<file path="config.mk">
export PLATFORM = sky130hd
export DESIGN_NAME = avalon_m0_arbiter
export DESIGN_NICKNAME = d
export VERILOG_FILES = /design/src/rtl/avalon_m0_arbiter.sv
export SDC_FILE = /design/constraint.sdc
export NUM_CORES = 1
export LEC_CHECK = 0
export ABC_AREA = 1
export BUFFER_PORTS_ARGS = -buffer_cell sky130_fd_sc_hd__buf_2
export CAP_MARGIN = 20
export CORE_AREA = 2 2 548 550
export DETAILED_ROUTE_END_ITERATION = 7
export DIE_AREA = 0 0 550 552
export PLACE_DENSITY = 0.3
export SYNTH_ARGS = -nofsm -noshare
export SYNTH_HDL_FRONTEND = slang
export SYNTH_SLANG_ARGS = --single-unit
</file>
<file path="constraint.sdc">
create_clock -name clk -period 2.59 [get_ports clk]
set_input_delay 0.518 -clock clk [delete_from_list [all_inputs] [get_ports clk]]
set_output_delay 0.518 -clock clk [all_outputs]
set_load 0.03 [all_outputs]
</file>
<file path="src/rtl/avalon_m0_arbiter.sv">
`timescale 1ns/1ps
`default_nettype none
// ============================================================================
//  Module      : avalon_m0_arbiter
//  Description : Two-requester arbiter in front of one Avalon-MM master port.
//                Grants one requester at a time and breaks ties in
//                round-robin order. Outstanding reads are tracked in an
//                owner FIFO so that each read return is steered to the
//                requester that issued the read.
//  Ports       : clk, reset (sync, active-low)
//                r0_*/r1_*    requester-side Avalon slave interfaces
//                r_readdata   read data broadcast to both requesters
//                avm_m0_*     shared downstream Avalon-MM master
//                pend_count   number of outstanding reads
//                err_unexp_rdv sticky: readdatavalid seen with nothing pending
//  Revision    : 1.0 - initial release
// ============================================================================
module avalon_m0_arbiter #(
    parameter int unsigned MAX_PEND = 8,
    parameter int unsigned ADDR_W   = 32,
    parameter int unsigned DATA_W   = 256
) (
    input  logic                      clk,
    input  logic                      reset,
    input  logic [ADDR_W-1:0]         r0_address,
    input  logic                      r0_read,
    input  logic                      r0_write,
    input  logic [DATA_W-1:0]         r0_writedata,
    output logic                      r0_waitrequest,
    output logic                      r0_readdatavalid,
    input  logic [ADDR_W-1:0]         r1_address,
    input  logic                      r1_read,
    input  logic                      r1_write,
    input  logic [DATA_W-1:0]         r1_writedata,
    output logic                      r1_waitrequest,
    output logic                      r1_readdatavalid,
    output logic [DATA_W-1:0]         r_readdata,
    output logic [ADDR_W-1:0]         avm_m0_address,
    output logic                      avm_m0_read,
    output logic                      avm_m0_write,
    output logic [DATA_W-1:0]         avm_m0_writedata,
    input  logic                      avm_m0_waitrequest,
    input  logic                      avm_m0_readdatavalid,
    input  logic [DATA_W-1:0]         avm_m0_readdata,
    output logic [$clog2(MAX_PEND):0] pend_count,
    output logic                      err_unexp_rdv
);

    localparam int unsigned c_ptr_w = $clog2(MAX_PEND);
    localparam int unsigned c_cnt_w = c_ptr_w + 1;
    localparam logic [c_cnt_w-1:0] c_full = c_cnt_w'(MAX_PEND);

    typedef enum logic [1:0] {
        S_IDLE = 2'd0,
        S_GNT0 = 2'd1,
        S_GNT1 = 2'd2
    } state_t;

    state_t               r_state;
    state_t               w_state_nxt;
    logic                 r_last_gnt;
    logic [MAX_PEND-1:0]  r_owner;
    logic [c_ptr_w-1:0]   r_wr_ptr;
    logic [c_ptr_w-1:0]   r_rd_ptr;
    logic [c_cnt_w-1:0]   r_pend_count;
    logic                 r_err;

    logic w_req0;
    logic w_req1;
    logic w_gnt0;
    logic w_gnt1;
    logic w_granted;
    logic w_sel_read;
    logic w_sel_write;
    logic w_empty;
    logic w_full;
    logic w_pop;
    logic w_blk;
    logic w_accept;
    logic w_push;
    logic w_head;

    // Grant qualifiers are gated by reset so the command and stall outputs
    // are idle while reset is held, even before the first clock edge.
    assign w_req0      = r0_read | r0_write;
    assign w_req1      = r1_read | r1_write;
    assign w_gnt0      = reset && (r_state == S_GNT0);
    assign w_gnt1      = reset && (r_state == S_GNT1);
    assign w_granted   = w_gnt0 | w_gnt1;
    assign w_sel_read  = w_gnt1 ? r1_read  : r0_read;
    assign w_sel_write = w_gnt1 ? r1_write : r0_write;

    assign w_empty = (r_pend_count == '0);
    assign w_full  = (r_pend_count == c_full);

    // A return with nothing outstanding is dropped and flagged, never popped.
    assign w_pop = reset && avm_m0_readdatavalid && !w_empty;

    // A full FIFO frees a slot in the same cycle it pops, so a blocked read
    // may be accepted alongside a return (push and pop cancel out).
    assign w_blk    = w_granted && w_sel_read && w_full && !w_pop;
    assign w_accept = w_granted && (w_sel_read | w_sel_write)
                      && !avm_m0_waitrequest && !w_blk;
    // Read+write together is counted as a read.
    assign w_push   = w_accept && w_sel_read;

    assign w_head = r_owner[r_rd_ptr];

    assign avm_m0_address   = w_gnt1 ? r1_address   : r0_address;
    assign avm_m0_writedata = w_gnt1 ? r1_writedata : r0_writedata;
    assign avm_m0_read      = w_granted && w_sel_read  && !w_blk;
    assign avm_m0_write     = w_granted && w_sel_write && !w_blk;

    assign r0_waitrequest   = w_gnt0 ? (avm_m0_waitrequest | w_blk) : 1'b1;
    assign r1_waitrequest   = w_gnt1 ? (avm_m0_waitrequest | w_blk) : 1'b1;

    assign r0_readdatavalid = w_pop && !w_head;
    assign r1_readdatavalid = w_pop &&  w_head;
    assign r_readdata       = avm_m0_readdata;

    assign pend_count    = r_pend_count;
    assign err_unexp_rdv = r_err;

    // Next-state logic
    always_comb begin
        w_state_nxt = r_state;
        case (r_state)
            S_IDLE: begin
                if (w_req0 && w_req1) begin
                    w_state_nxt = r_last_gnt ? S_GNT0 : S_GNT1;
                end else if (w_req0) begin
                    w_state_nxt = S_GNT0;
                end else if (w_req1) begin
                    w_state_nxt = S_GNT1;
                end
            end
            S_GNT0: begin
                if (w_accept) begin
                    if (w_req1)      w_state_nxt = S_GNT1;
                    else if (w_req0) w_state_nxt = S_GNT0;
                    else             w_state_nxt = S_IDLE;
                end else if (!w_req0) begin
                    w_state_nxt = S_IDLE;
                end
            end
            S_GNT1: begin
                if (w_accept) begin
                    if (w_req0)      w_state_nxt = S_GNT0;
                    else if (w_req1) w_state_nxt = S_GNT1;
                    else             w_state_nxt = S_IDLE;
                end else if (!w_req1) begin
                    w_state_nxt = S_IDLE;
                end
            end
            default: w_state_nxt = S_IDLE;
        endcase
    end

    always_ff @(posedge clk) begin
        if (!reset) begin
            r_state      <= S_IDLE;
            r_last_gnt   <= 1'b1;
            r_owner      <= '0;
            r_wr_ptr     <= '0;
            r_rd_ptr     <= '0;
            r_pend_count <= '0;
            r_err        <= 1'b0;
        end else begin
            r_state <= w_state_nxt;
            if (w_accept) begin
                r_last_gnt <= w_gnt1;
            end
            if (w_push) begin
                r_owner[r_wr_ptr] <= w_gnt1;
                r_wr_ptr          <= r_wr_ptr + 1'b1;
            end
            if (w_pop) begin
                r_rd_ptr <= r_rd_ptr + 1'b1;
            end
            case ({w_push, w_pop})
                2'b10:   r_pend_count <= r_pend_count + 1'b1;
                2'b01:   r_pend_count <= r_pend_count - 1'b1;
                default: r_pend_count <= r_pend_count;
            endcase
            if (avm_m0_readdatavalid && w_empty) begin
                r_err <= 1'b1;
            end
        end
    end

endmodule
`default_nettype wire

</file>
==> run metrics, run 1 <==
Setup crit start kind flop; die area approximately 300000 um2; DRC 0; CTS tree yes; final setup fails 1; syn_nets about 2200; Slew headroom 0.716; Hold Crit Class flop to flop; final hold violations 0; final count of pins violating max slew 0; maximum VDD drop 0.183 mV; Design Power between 0.005 and 0.006 W; Worst Path Arrival around 2100 ps; layout cell share with drive strength beyond 1 0.511; Ports around 1400; area of the multi-input gates between 4000 and 5000 um2; Num CTS Buffers 3; Synth Register Bits 22; cell taking the most area after synthesis nand2_1; CTS root buffer clkbuf_16; largest net degree at the start of global routing 56; area of the core between 200000 and 300000 um2; critical path capture point type primary output; Die H around 550 um; routed vias 12900; power density cells between 300 and 400 nW/um2; Clock Sinks 22; Yosys top cell area share 0.501; Nets 2901; Yosys cell types 30; Hold WS 462 ps; FF/Latch Area roughly 440 um2; Avg Vias per Cell 2.12; Starting DRT DRC Count about 1000; CTS max path bufs 2; Die W ~550 um; Worst Skew around 8.5 ps; crit share post-route 1.01; vias in the first global route 11900; Detail Route Antenna Nets 0; Clock transition at path regs 70 ps; Area Overhead vs Synth 172%; run status complete, but fails checks; RSZ-0062 raised after global routing yes; Initial DRT Pass Iterations 8; violated checks negative setup slack; mean area per synthesized cell just under 5 um2; min Tclk post-route around 2600 ps; I/O Buffers 882; Max Fclk around 380 MHz; routability cong. 0.879; Detailed Route WL roughly 220000 um; post-synthesis sequential area ratio 0.0647; GRT Overall Usage 0.135; maximum fanout along the worst path 15; placed wire-length estimate about 200000 um; Fillers roughly 36000; initial antenna violation count ~220; first-pass GRT wire length around 240000 um; CP Class flop to primary output; Post-Synthesis Cells roughly 1400; post-DR wirelength/cell around 36 um; leakage ~8.3 nW; Layout Cells excl Fill between 6000 and 7000; Site Rows roughly 200; H-Tree Depth 1; clk_lat worst skew 270 ps; Starting Density 0.0228; largest cells by area after synthesis nand2_1 50%, buf_4 28%, dfxtp_1 6.5%, clkbuf_1 2.8%, nor2_1 1.6%; Syn Std Cell Area just under 7000 um2; maxcap violations 0; grt total ovfl 0; Syn. warnings 0; post-route worst setup slack -19.3 ps; Slew @ Worst Pin ~430 ps; Critical Path RT 2070 ps; cell count after placement between 5000 and 6000
[stage by stage]
| step | utilization | setup WS, ps | cell area, um2 | setup TNS, ps |
|---|---|---|---|---|
| final | 0.0621 | -19.3 | 18500 | -19.3 |
| after global routing | 0.0619 | -58.3 | 18500 | -393 |
| after CTS | 0.0607 | 0.113 | 18100 | 0 |
| after detailed placement | 0.0590 | -365 | 17600 | -13050 |
| after global placement | 0.0590 | -409 | 17600 | -14350 |
| after floorplan | - | 137 | 6810 | 0 |
[cells in the mapped netlist (all sizes together)]
cell and number:
a21oi 20, a31oi 1, buf 274, clkbuf 50
dfxtp 22, ha 5, inv 27, nand2 914
nand3 22, nand4 2, nor2 31, nor4 1
o21ai 15, o22ai 1, o31ai 1, o32ai 2
xnor2 1, xor2 2
[final timing paths]
| kind | from | end | slack [ps] | depth (start not counted) |
|---|---|---|---|---|
| setup reg to reg | r_state[0]$_SDFFE_PN0P_ | pend_count[3]$_SDFFE_PN0P_ | 90 | 16 |
| setup / recovery | r_state[0]$_SDFFE_PN0P_ | avm_m0_writedata[215] | -20 | 8 |
| hold / removal | r_owner[6]$_SDFFE_PN0P_ | r_owner[6]$_SDFFE_PN0P_ | 460 | 2 |
| hold reg to reg | r_owner[6]$_SDFFE_PN0P_ | r_owner[6]$_SDFFE_PN0P_ | 460 | 2 |
[metal layers]
layer / global-route usage / part of all wire
met5: 0.0103 / 0.0051
met1: 0.127 / 0.32
met4: 0.0254 / 0.027
met2: 0.218 / 0.44
met3: 0.123 / 0.20
[repair_timing]
action	in CTS	in global routing
setup endpoints to repair	195	89
gates cloned	3	4
pin swaps	0	7
hold buffers	0	0
gates resized for setup	81	34
hold endpoints to repair	0	0
buffers inserted	1	4
[flip-flops by register name, summed over array words and instances (netlist names)]
signal,flops
r_last_gnt,1
r_state,2
r_rd_ptr,3
r_wr_ptr,3
err_unexp_rdv,1
pend_count,4
r_owner,8
[where the power goes]
group | internal (W) | switching [W] | leakage (nW)
registers | 0.000363 | 0.0000397 | 0.179
clock network | 0.000308 | 0.000144 | 0.0515
logic | 0.00180 | 0.00296 | 8.04
total | 0.00247 | 0.00315 | 8.27
[cell type report]
cell class | count | area share
timing repair buffer | 984 | 0.457
clock inverter | 1 | 0.00162
multi-input combinational | 1018 | 0.232
inverter | 27 | 0.00614
clock buffer | 3 | 0.00405
tap | 3958 | 0.267
antenna | 62 | 0.00837
sequential | 22 | 0.0239
[worst max-delay path, cell delays in order, from the launching register on]
cell and delay (ps):
dfxtp_2 350, inv_2 90, nand3_4 180, buf_12 230, buf_12 130, buf_16 150, nand2_1 280, nand2_1 160
buf_12 160
[kinds of logic after synthesis]
group / synth area share
AO/OA/AOI/OAI: 0.0329
XOR/XNOR: 0.00386
adder cells (fa/ha/maj): 0.00919
buffers and inverters: 0.339
flip-flops: 0.0647
AND/OR/NAND/NOR: 0.550
[cells in the final DEF (no fill, tap or decap), types with 5 or more instances in the layout]
cell type,instances
nand2_1,866
buf_2,703
buf_12,201
diode_2,62
buf_4,59
nor2_1,29
inv_1,25
nand2_4,25
nand2_2,23
dfxtp_1,20
nand3_1,19
a21oi_1,19
buf_16,10
o21ai_0,9
clkbuf_16,7
o21ai_1,5
No activity file was read; power rests on OpenSTA's default activity.
==> inputs of run 2 (changes only) <==
ABC_AREA = not set   (was 1)
CORE_AREA = 2 2 541 543   (was 2 2 548 550)
CTS_CLUSTER_SIZE = 10   (was not set)
DIE_AREA = 0 0 543 545   (was 0 0 550 552)
==> run 2 against run 1 <==
  * The flow still finishes with violations (negative setup slack)
  * Wire length is 3.4% lower
  * Cell area is 15% lower
  * Final cell count is 12% lower
  * Clock skew is 6.0 ps lower
  * Synthesized cell count is 48% lower
  * First-iteration DRC count is 45% lower
  * Clock power is 2% lower
  * Worst setup slack worse by 7.5 ps
  * Core utilization is 0.81 points lower
  * Register-to-register slack better by 20 ps
  * Global-route usage is 0.26 points lower
  * Critical path type unchanged
==> run metrics, run 2 <==
CTS max path bufs 2 (unchanged); run status complete, but fails checks (unchanged); CP most frequent cell buf_16 (was buf_12); CTS root buffer clkbuf_16 (unchanged); Sw Ratio 0.556 (was 0.560); xor/xnor cell area share of the yosys netlist 0.00926 (was 0.00386); area of the multi-input gates 4180 um2 (was 4300 um2); Post-synth EDFFs 0 (unchanged); Area Overhead vs Synth 137% (was 172%); placed cell area 14800 um2 (was 17600 um2); H-Tree Depth 1 (unchanged); final count of pins violating max slew 0 (unchanged); Ports 1395 (unchanged); Num CTS Buffers 3 (unchanged); Internal Pwr Total 0.00187 W (was 0.00247 W); maximum VDD drop 0.193 mV (was 0.183 mV); routed vias 10200 (was 12900); mean area per synthesized cell 9.22 um2 (was 4.89 um2); Top FF cell, synth dfxtp_1 (unchanged); syn_nets 1563 (was 2236); uppermost routed layer met5 (unchanged); Die H 545 um (was 552 um); largest cells by area after synthesis mux2_2 49%, buf_4 29%, dfxtp_1 6.7%, buf_2 2.3%, mux2i_1 1.7% (was nand2_1 50%, buf_4 28%, dfxtp_1 6.5%, clkbuf_1 2.8%, nor2_1 1.6%); Syn. warnings 0 (unchanged); post-DR wirelength/cell 39.1 um (was 35.6 um); FF/Latch Area 445 um2 (was 443 um2); DRC 0 (unchanged); Reg with most FFs r_owner (unchanged); Slew headroom 0.702 (was 0.716); power density cells 268 nW/um2 (was 303 nW/um2); final hold violations 0 (unchanged); dpl ws -166 ps (was -365 ps); top post-synthesis cells by count 288 x mux2_2, 256 x buf_4, 31 x buf_2 (was 908 x nand2_1, 257 x buf_4, 50 x clkbuf_1); Detailed Route WL 209000 um (was 216000 um); simple-gate share of the synthesized area 0.0552 (was 0.550); Avg Vias per Cell 1.90 (was 2.12); Clock Sinks 22 (unchanged); Comb power frac 0.808 (was 0.848); count leader, synth mux2_2 (was nand2_1); Max Fclk 382 MHz (was 383 MHz); min Tclk post-route 2620 ps (was 2610 ps); Synth Register Bits 22 (unchanged); met2 WL 79200 um (was 96200 um); RSZ-0062 raised after global routing yes (unchanged); initial antenna violation count 254 (was 217); Nets 2203 (was 2901); crit share post-route 1.01 (about the same); Site Rows 198 (was 201); final setup fails 3 (was 1); max reg flops 8 (unchanged); critical path capture point type primary output (unchanged); Die W 543 um (was 550 um); Finished Cell Area 15700 um2 (was 18500 um2); Initial DRT Pass Iterations 5 (was 8); Clk pwr share 0.106 (was 0.080); area of the core 290000 um2 (was 298000 um2); largest net degree at the start of global routing 73 (was 56); Setup crit start kind flop (unchanged); I/O Buffers 882 (unchanged); Detail Route Antenna Nets 0 (unchanged); most frequent cells in the layout 822 x buf_2, 264 x mux2_2, 48 x buf_12 (was 866 x nand2_1, 703 x buf_2, 201 x buf_12); clk_lat worst skew 260 ps (was 270 ps); Post-Synthesis Cells 718 (was 1391); Critical Path RT 2070 ps (about the same); Clock transition at path regs 60 ps (was 70 ps); Slew @ Worst Pin 450 ps (was 426 ps); layout cell share with drive strength beyond 1 0.915 (was 0.511); Starting DRT DRC Count 567 (was 1027); Worst Skew 2.44 ps (was 8.46 ps); first-pass GRT wire length 224000 um (was 241000 um); CP max-delay cell mux2_4 (was dfxtp_2); Hold WS 460 ps (was 462 ps); DRT met1 WL 71500 um (was 69700 um); met3 WL 49600 um (was 43500 um); cell taking the most area after synthesis mux2_2 (was nand2_1); leakage 6.03 nW (was 8.27 nW); Yosys cell types 39 (was 30); maximum fanout along the worst path 6 (was 15); Worst Path Arrival 2100 ps (was 2090 ps); adder-cell share of the synthesized area 0.00945 (was 0.00919); CTS tree yes (unchanged); vias in the first global route 9264 (was 11900); post-route worst setup slack -26.8 ps (was -19.3 ps); post-synthesis sequential area ratio 0.0665 (was 0.0647); post-synthesis compound-gate area fraction 0.0247 (was 0.0329); CP Class flop to primary output (unchanged); maxcap violations 0 (unchanged); Hold Path Depth 2 (unchanged); Starting Density 0.0228 (about the same); CP cell instances nor2b_4 > nand2_4 > buf_16 > buf_16 > clkbuf_16 > mux2_4 > buf_2 (was inv_2 > nand3_4 > buf_12 > buf_12 > buf_16 > nand2_1 > nand2_1 > buf_12); Crit path largest cell delay 400 ps (was 350 ps); switching pwr 0.00234 W (was 0.00315 W); Syn Std Cell Area 6620 um2 (was 6810 um2); Final Core Density 0.0541 (was 0.0621); Seq pwr share 0.086 (was 0.072); placed wire-length estimate 199000 um (was 204000 um); violated checks negative setup slack (unchanged); Hold Crit Class flop to flop (unchanged); largest family of logic cells by synthesized area multiplexers (was simple AND/OR/NAND/NOR gates); commonest non-fill, non-tap cell in the layout buf_2 (was nand2_1); GRT Overall Usage 0.133 (was 0.135); routability cong. 0.958 (was 0.879); grt total ovfl 0 (unchanged); reg2reg path depth 12 (was 16); Yosys top cell area share 0.490 (was 0.501); mux share of post-synthesis cell area 0.513 (was 0); die area 296000 um2 (was 304000 um2); Async S/R FF share, synth 0 (unchanged); Fillers 34500 (was 35700)
==> run 2: changes by cell type after synthesis, moves of 18 or more <==
cell,before,now
nand2_1,908,18
clkbuf_1,50,8
mux2_2,0,288
buf_2,13,31
inv_1,26,2
nor2_1,29,8
a21oi_1,20,2
==> run 2: metal layers <==
layer,vias to the layer above,GRT usage
met2,1591,0.181
met5,-,0.0123
met4,166,0.0321
met1,4273,0.129
li1,3642,-
met3,484,0.152
==> run 2: final timing paths <==
| path | endpoint | start | slack, ps |
|---|---|---|---|
| setup / recovery | avm_m0_writedata[186] | r_state[1]$_SDFFE_PN0P_ | -30 |
| hold / removal | r_owner[1]$_SDFFE_PN0P_ | r_owner[1]$_SDFFE_PN0P_ | 460 |
| setup reg to reg | pend_count[2]$_SDFFE_PN0P_ | r_state[1]$_SDFFE_PN0P_ | 110 |
| hold reg to reg | r_owner[1]$_SDFFE_PN0P_ | r_owner[1]$_SDFFE_PN0P_ | 460 |
==> run 2: logic make-up after synthesis <==
logic type / after synthesis
multiplexers: 301
buffers and inverters: 299
AND/OR/NAND/NOR: 64
flip-flops: 22
AO/OA/AOI/OAI: 20
XOR/XNOR: 7
adder cells (fa/ha/maj): 5
==> run 2: layout make-up <==
class                   count  area share
diodes                     88      0.0140
clock buffers               3     0.00479
clock inverters             1     0.00191
inverters                   2    0.000479
multi-input cells         397       0.267
flip-flops and latches     22      0.0284
well taps                3900       0.311
repair buffers            932       0.373
==> run 2: what timing repair did <==
item | CTS | global route
gates resized for setup | 37 | 39
hold buffers | 0 | 0
pin swaps | 0 | 5
gates cloned | 2 | 5
endpoints found under the setup margin | 66 | 119
buffers inserted | 3 | 7
==> run 2: power groups by stage <==
stage                     Clock [W]  Sequential (W)  Combinational, W
final                      0.000445        0.000361           0.00340
after global routing       0.000474        0.000362           0.00356
after CTS                  0.000462        0.000359           0.00346
after detailed placement          0        0.000366           0.00338
after global placement            0        0.000366           0.00339
after floorplan                   0        0.000369           0.00207
==> run 2: worst max-delay path, delay by kind of cell, from the launching register on <==
kind | cells | cell delay (ps)
buffers and inverters | 4 | 790
multiplexers | 1 | 400
flip-flops | 1 | 320
AND/OR/NAND/NOR | 2 | 250
==> run 2: per-stage QoR <==
stage	power, W	setup TNS, ps	std cells
floorplan	0.00244	-16.3	718
finish	0.00421	-60.9	5345
CTS	0.00428	-2020	5246
global route	0.00439	-672	5301
detailed placement	0.00375	-958	5237
global placement	0.00376	-1450	5237
